`config.mk`:
```
export PLATFORM = sky130hd
export DESIGN_NAME = regfile_writeback_buffer
export DESIGN_NICKNAME = d
export VERILOG_FILES = /design/src/rtl/regfile_writeback_buffer.sv
export SDC_FILE = /design/constraint.sdc
export NUM_CORES = 1
export LEC_CHECK = 0
export CAP_MARGIN = 0
export CELL_PAD_IN_SITES_DETAIL_PLACEMENT = 0
export CELL_PAD_IN_SITES_GLOBAL_PLACEMENT = 1
export CORE_ASPECT_RATIO = 1.2
export CORE_MARGIN = 2
export CORE_UTILIZATION = 49
export CTS_CLUSTER_SIZE = 20
export DETAILED_ROUTE_END_ITERATION = 10
export GPL_TIMING_DRIVEN = 0
export PLACE_DENSITY_LB_ADDON = 0.15
export SETUP_SLACK_MARGIN = 0.02
export SLEW_MARGIN = 10
export SYNTH_ARGS = -nofsm -noshare
export SYNTH_HDL_FRONTEND = slang
export SYNTH_SLANG_ARGS = --single-unit
```
`constraint.sdc`:
```
create_clock -name CLK -period 20.1 [get_ports CLK]
set_input_delay 3.015 -clock CLK [delete_from_list [all_inputs] [get_ports CLK]]
set_output_delay 3.015 -clock CLK [all_outputs]
set_load 0.01 [all_outputs]
```
`src/rtl/regfile_writeback_buffer.sv`:
```
// Write-side front end of the register file: merges ALU writebacks and load returns onto
// one registered write port, queueing colliding loads and offering forwarding lookups.
module regfile_writeback_buffer #(
    parameter int DEPTH = 4,
    parameter int AW    = 5,
    parameter int DW    = 32
) (
    input  logic                     CLK,
    input  logic                     nRST,
    input  logic                     alu_valid,
    input  logic [AW-1:0]            alu_wsel,
    input  logic [DW-1:0]            alu_wdat,
    input  logic                     ld_valid,
    input  logic [AW-1:0]            ld_wsel,
    input  logic [DW-1:0]            ld_wdat,
    output logic                     ld_ready,
    output logic                     WEN,
    output logic [AW-1:0]            wsel,
    output logic [DW-1:0]            wdat,
    input  logic [AW-1:0]            rsel1,
    input  logic [AW-1:0]            rsel2,
    output logic                     fwd1_hit,
    output logic [DW-1:0]            fwd1_dat,
    output logic                     fwd2_hit,
    output logic [DW-1:0]            fwd2_dat,
    output logic [$clog2(DEPTH):0]   pending
);
    localparam int PW = $clog2(DEPTH);
    localparam int CW = PW + 1;

    // Handshake: a load transfers on a cycle where ld_valid && ld_ready at posedge CLK;
    // ld_ready depends only on reset and physical occupancy, never on ld_valid.

    logic [AW-1:0]    q_sel [DEPTH];
    logic [DW-1:0]    q_dat [DEPTH];
    logic [DEPTH-1:0] q_vld;
    logic [PW-1:0]    head;
    logic [PW-1:0]    tail;
    logic [CW-1:0]    count;

    logic             out_wen;
    logic [AW-1:0]    out_sel;
    logic [DW-1:0]    out_dat;

    logic             alu_go;
    logic             keep;
    logic             first_found;
    logic [CW-1:0]    first_off;
    logic             pop;
    logic             bypass;
    logic             push;
    logic [CW-1:0]    free_n;
    logic [PW-1:0]    head_idx;
    logic [DEPTH-1:0] vld_next;

    assign ld_ready = nRST && (count != CW'(DEPTH));
    assign alu_go   = alu_valid && (alu_wsel != '0);
    // A same-cycle load to the ALU's register is older, so it is handshaken but dropped.
    assign keep     = ld_valid && ld_ready && (ld_wsel != '0) &&
                      !(alu_go && (ld_wsel == alu_wsel));

    always_comb begin
        first_found = 1'b0;
        first_off   = '0;
        for (int i = 0; i < DEPTH; i++) begin
            if (!first_found && (CW'(i) < count) && q_vld[head + PW'(i)]) begin
                first_found = 1'b1;
                first_off   = CW'(i);
            end
        end
    end

    assign pop      = !alu_go && first_found;
    assign bypass   = !alu_go && !first_found && keep;
    assign push     = keep && !bypass;
    assign head_idx = head + first_off[PW-1:0];
    // Invalidated slots ahead of the first live entry are reclaimed every cycle,
    // so a pop never spends a WEN cycle on a dead entry.
    assign free_n   = pop ? first_off + CW'(1) : (first_found ? first_off : count);

    always_comb begin
        vld_next = q_vld;
        for (int i = 0; i < DEPTH; i++) begin
            if (CW'(i) < free_n) vld_next[head + PW'(i)] = 1'b0;
        end
        if (alu_go) begin
            for (int j = 0; j < DEPTH; j++) begin
                if (q_sel[j] == alu_wsel) vld_next[j] = 1'b0;
            end
        end
        if (push) vld_next[tail] = 1'b1;
    end

    always_ff @(posedge CLK) begin
        if (!nRST) begin
            head    <= '0;
            tail    <= '0;
            count   <= '0;
            q_vld   <= '0;
            out_wen <= 1'b0;
            out_sel <= '0;
            out_dat <= '0;
        end else begin
            head    <= head + free_n[PW-1:0];
            tail    <= tail + PW'(push);
            count   <= count - free_n + CW'(push);
            q_vld   <= vld_next;
            out_wen <= alu_go || pop || bypass;
            if (alu_go) begin
                out_sel <= alu_wsel;
                out_dat <= alu_wdat;
            end else if (pop) begin
                out_sel <= q_sel[head_idx];
                out_dat <= q_dat[head_idx];
            end else if (bypass) begin
                out_sel <= ld_wsel;
                out_dat <= ld_wdat;
            end
        end
    end

    always_ff @(posedge CLK) begin
        if (push) begin
            q_sel[tail] <= ld_wsel;
            q_dat[tail] <= ld_wdat;
        end
    end

    assign WEN     = out_wen;
    assign wsel    = out_sel;
    assign wdat    = out_dat;
    assign pending = CW'($countones(q_vld));

    // Scan oldest to youngest so the youngest live match overrides the output stage.
    always_comb begin
        fwd1_hit = out_wen && (out_sel == rsel1);
        fwd1_dat = fwd1_hit ? out_dat : '0;
        fwd2_hit = out_wen && (out_sel == rsel2);
        fwd2_dat = fwd2_hit ? out_dat : '0;
        for (int i = 0; i < DEPTH; i++) begin
            if ((CW'(i) < count) && q_vld[head + PW'(i)]) begin
                if (q_sel[head + PW'(i)] == rsel1) begin
                    fwd1_hit = 1'b1;
                    fwd1_dat = q_dat[head + PW'(i)];
                end
                if (q_sel[head + PW'(i)] == rsel2) begin
                    fwd2_hit = 1'b1;
                    fwd2_dat = q_dat[head + PW'(i)];
                end
            end
        end
        if (rsel1 == '0) begin
            fwd1_hit = 1'b0;
            fwd1_dat = '0;
        end
        if (rsel2 == '0) begin
            fwd2_hit = 1'b0;
            fwd2_dat = '0;
        end
    end
endmodule
```
==> impl_results.md <==
* Status: finished, final reports clean
* Drt total wl at 63800 um
* CP Cell Sequence: buf_2 > buf_2 > buf_1 > buf_1 > inv_1 > ha_1 > buf_4 > mux4_2 > xnor2_1 > nand4_1 > nor3_1 > clkbuf_1 > clkbuf_1 > o21ai_0 > a21oi_1 > clkdlybuf4s50_1
* Delay-heaviest family, CP: buffers and inverters
* Initial Utilization at 49.8%
* Slew HR at around 28%
* Slowest stage delay, CP at 0.81 ns
* Core area at around 0.032 mm^2
* Hold_ws at 0.584 ns
* Seq pwr share at between 30% and 40%
* Starting DRC count in detailed routing at 2163
* Sequential share of the synthesized area at around a third
* Grt total ovfl at 0
* Leakage at 6.81 nW
* Pint at 1.01 mW
* Most frequent cells in the layout: clkdlybuf4s50_1 (180), mux4_2 (152), edfxtp_1 (148)
* Synth Instances at 1521
* Detailed Place HPWL at 43900 um
* Worst hold path class: reg -> reg
* Avg Inst Size Synth at 10.6 um^2
* Commonest non-fill, non-tap cell in the layout: clkdlybuf4s50_1
* CTS clk-pin slew, worst paths at 0.08 ns
* CTS Root Cell: clkbuf_16
* Share of cells above drive strength 1 at between 10% and 20%
* Die Width at around 170 um
* Critical Path RT at 17.09 ns
* CTS buffer count at 17
* DR vias/cell at ~7.0
* H-tree lvl count at 4
* Placed cells at approximately 2100
* Cts hold-fix bufs at 0
* I/O Buffers at 180
* Routability Congestion at around 0.96
* Pwr/cell area at 87.3 mW/mm^2
* Io pins at 196
* Clock Power Share at 21.3%
* Period minus WS final at 10.43 ns
* Worst Skew at 0.0207 ns
* Top_reg_cell synth: edfxtp_1
* CP endpoint kind: primary output
* Post-DRT Antenna Nets at 0
* Least-Margin Pin Slew at 1.07 ns
* Synthesized cell area at 0.0161 mm^2
* Buf/Inv on CP at 9
* Worst endpoint data arrival time at 7.42 ns
* Endpoints failing setup at 0
* Asr flop ratio synth at 0%
* Slew Limit Fails at 0
* ANT cells at 0
* CTS sink count at a little under 200
* Ys Warns at 0
* EDFF count, synth at 148
* Vias at 15100
* Drt pass-1 iters at 6
* Combinational fraction of design power at 48.2%
* Worst VDD drop at 0.0433 mV
* Total track usage at 36.8%
* Synthesized net count at 1624
* Layout Nets at roughly 1800
* CTS Buffer Depth at 2
* Crit path launch type: flip-flop
* Setup bufs post-CTS at 0
* Worst-path maximum fanout at 10
* Total power after layout at 1.67 mW
* Clk_lat worst skew at 0.47 ns
* Max Cap Viol at 0
* FF+latch count, synth at 197
* First-pass GRT wire length at 92400 um
* R2R Setup Slk at 13.50 ns
* CTS tree: yes
* Net Sw Frac at 39.4%
* Resize count post-CTS at 0
* RSZ-0062 raised after global routing: false
* Synth-to-layout area growth at 18.8%
* Setup TNS Final at 0 ns
* Area after DPL at approximately 0.019 mm^2
* Finished Cell Area at 0.0191 mm^2
* Vias in the first global route at ~15000
* Die area at between 0.03 and 0.04 mm^2
* Largest net degree at the start of global routing at 40
* Crit path max-delay cell type: buf_1
* Initial antenna violation count at 0
* CP Class: reg -> out
* Final hold viol count at 0
* DRC at 0
* FILL cells at 2833
* NetSw at 657 uW
* Fin cells at between 2000 and 2500
* Max Clock Freq at 0.0958 GHz
* Post-route clock period utilization at 51.9%
* DR WL/cell at roughly 30 um
* Row cnt at 72
* Synth cell types at 60
* Die H at between 200 and 250 um
==> power by group through the flow <==
stage          combinational, mW  clock (mW)  sequential (mW)
2_1_floorplan              0.546           0            0.508
3_3_place_gp               0.780           0            0.516
3_5_place_dp               0.788           0            0.515
4_1_cts                    0.791       0.355            0.506
5_1_grt                    0.847       0.368            0.511
6_report                   0.804       0.355            0.508
==> Yosys cell counts (all sizes together) (2+ instances only) <==
master	instances	area share, %
or3	3	0.12
o22ai	38	1.5
o31ai	2	0.093
xnor2	47	2.6
buf	65	2.4
xor2	35	1.9
nor4	7	0.27
dfxtp	49	6.1
mux2i	67	4.2
o21ai	138	4.3
nand2	79	1.8
and3	6	0.23
and2	8	0.31
nor2	118	2.8
a221oi	37	2.8
a21oi	107	3.4
edfxtp	148	28
nor3b	2	0.12
clkbuf	90	2.1
or2	2	0.078
a31oi	66	2.6
nand2b	3	0.12
fa	2	0.25
nand3	5	0.16
mux4	152	21
o31a	2	0.11
a211oi	4	0.19
mux2	38	3.1
nand4	12	0.47
ha	13	1.0
inv	81	1.9
o2111ai	3	0.16
a211o	33	1.8
nor3	46	1.4
==> worst paths after layout <==
kind,startpoint,to,cells past startpoint
max,head[1],fwd1_dat[23],16
min reg2reg,q_vld[3],q_vld[3],2
max reg2reg,head[1],count[2],19
min,q_vld[3],q_vld[3],2
==> routing by layer <==
metal / share of wire (%) / GRT usage (%) / vias to the layer above
met4: 5.5 / 18.1 / 0
li1: - / - / 6297
met3: 11 / 8.91 / 240
met5: 0 / 0 / -
met2: 46 / 58.2 / 1232
met1: 37 / 47.5 / 7334
==> through the flow <==
stage / setup slack [ns] / util [%]
2_1_floorplan: 12.18 / -
3_3_place_gp: 8.34 / 57.0
3_5_place_dp: 10.51 / 57.4
4_1_cts: 10.01 / 59.2
5_1_grt: 9.49 / 59.2
6_report: 9.67 / 59.2
==> tightest hold or removal path: cells and delay by family (launching register included) <==
family	cells	cell delay, ns
flops	1	0.37
compound gates	2	0.17
==> flip-flops by register name, indices dropped and copies added, names as in the netlist <==
register  flops
q_dat       128
wsel          5
wdat         32
tail          2
q_vld         4
head          2
count         3
WEN           1
q_sel        20
==> layout make-up <==
type	instances	area, um^2	area share, %
multi-input combinational	1088	9640	50.5
sequential	197	5430	28.4
timing repair buffer	191	1910	9.99
buffer	155	729	3.82
tap	407	509	2.67
clock buffer	18	439	2.30
inverter	81	304	1.59
clock inverter	14	141	0.740
==> cell families (layout without fill, tap and decap cells) <==
| group | after synthesis | after routing | share of synthesized area (%) |
|---|---|---|---|
| flip-flops | 197 | 197 | 33.7 |
| AO/OA/AOI/OAI | 436 | 436 | 17.2 |
| adder cells (fa/ha/maj) | 15 | 15 | 1.26 |
| XOR/XNOR | 82 | 82 | 4.47 |
| buffers and inverters | 236 | 459 | 6.43 |
| multiplexers | 257 | 257 | 28.6 |
| AND/OR/NAND/NOR | 298 | 298 | 8.29 |
(Power assumes the default switching activity.)
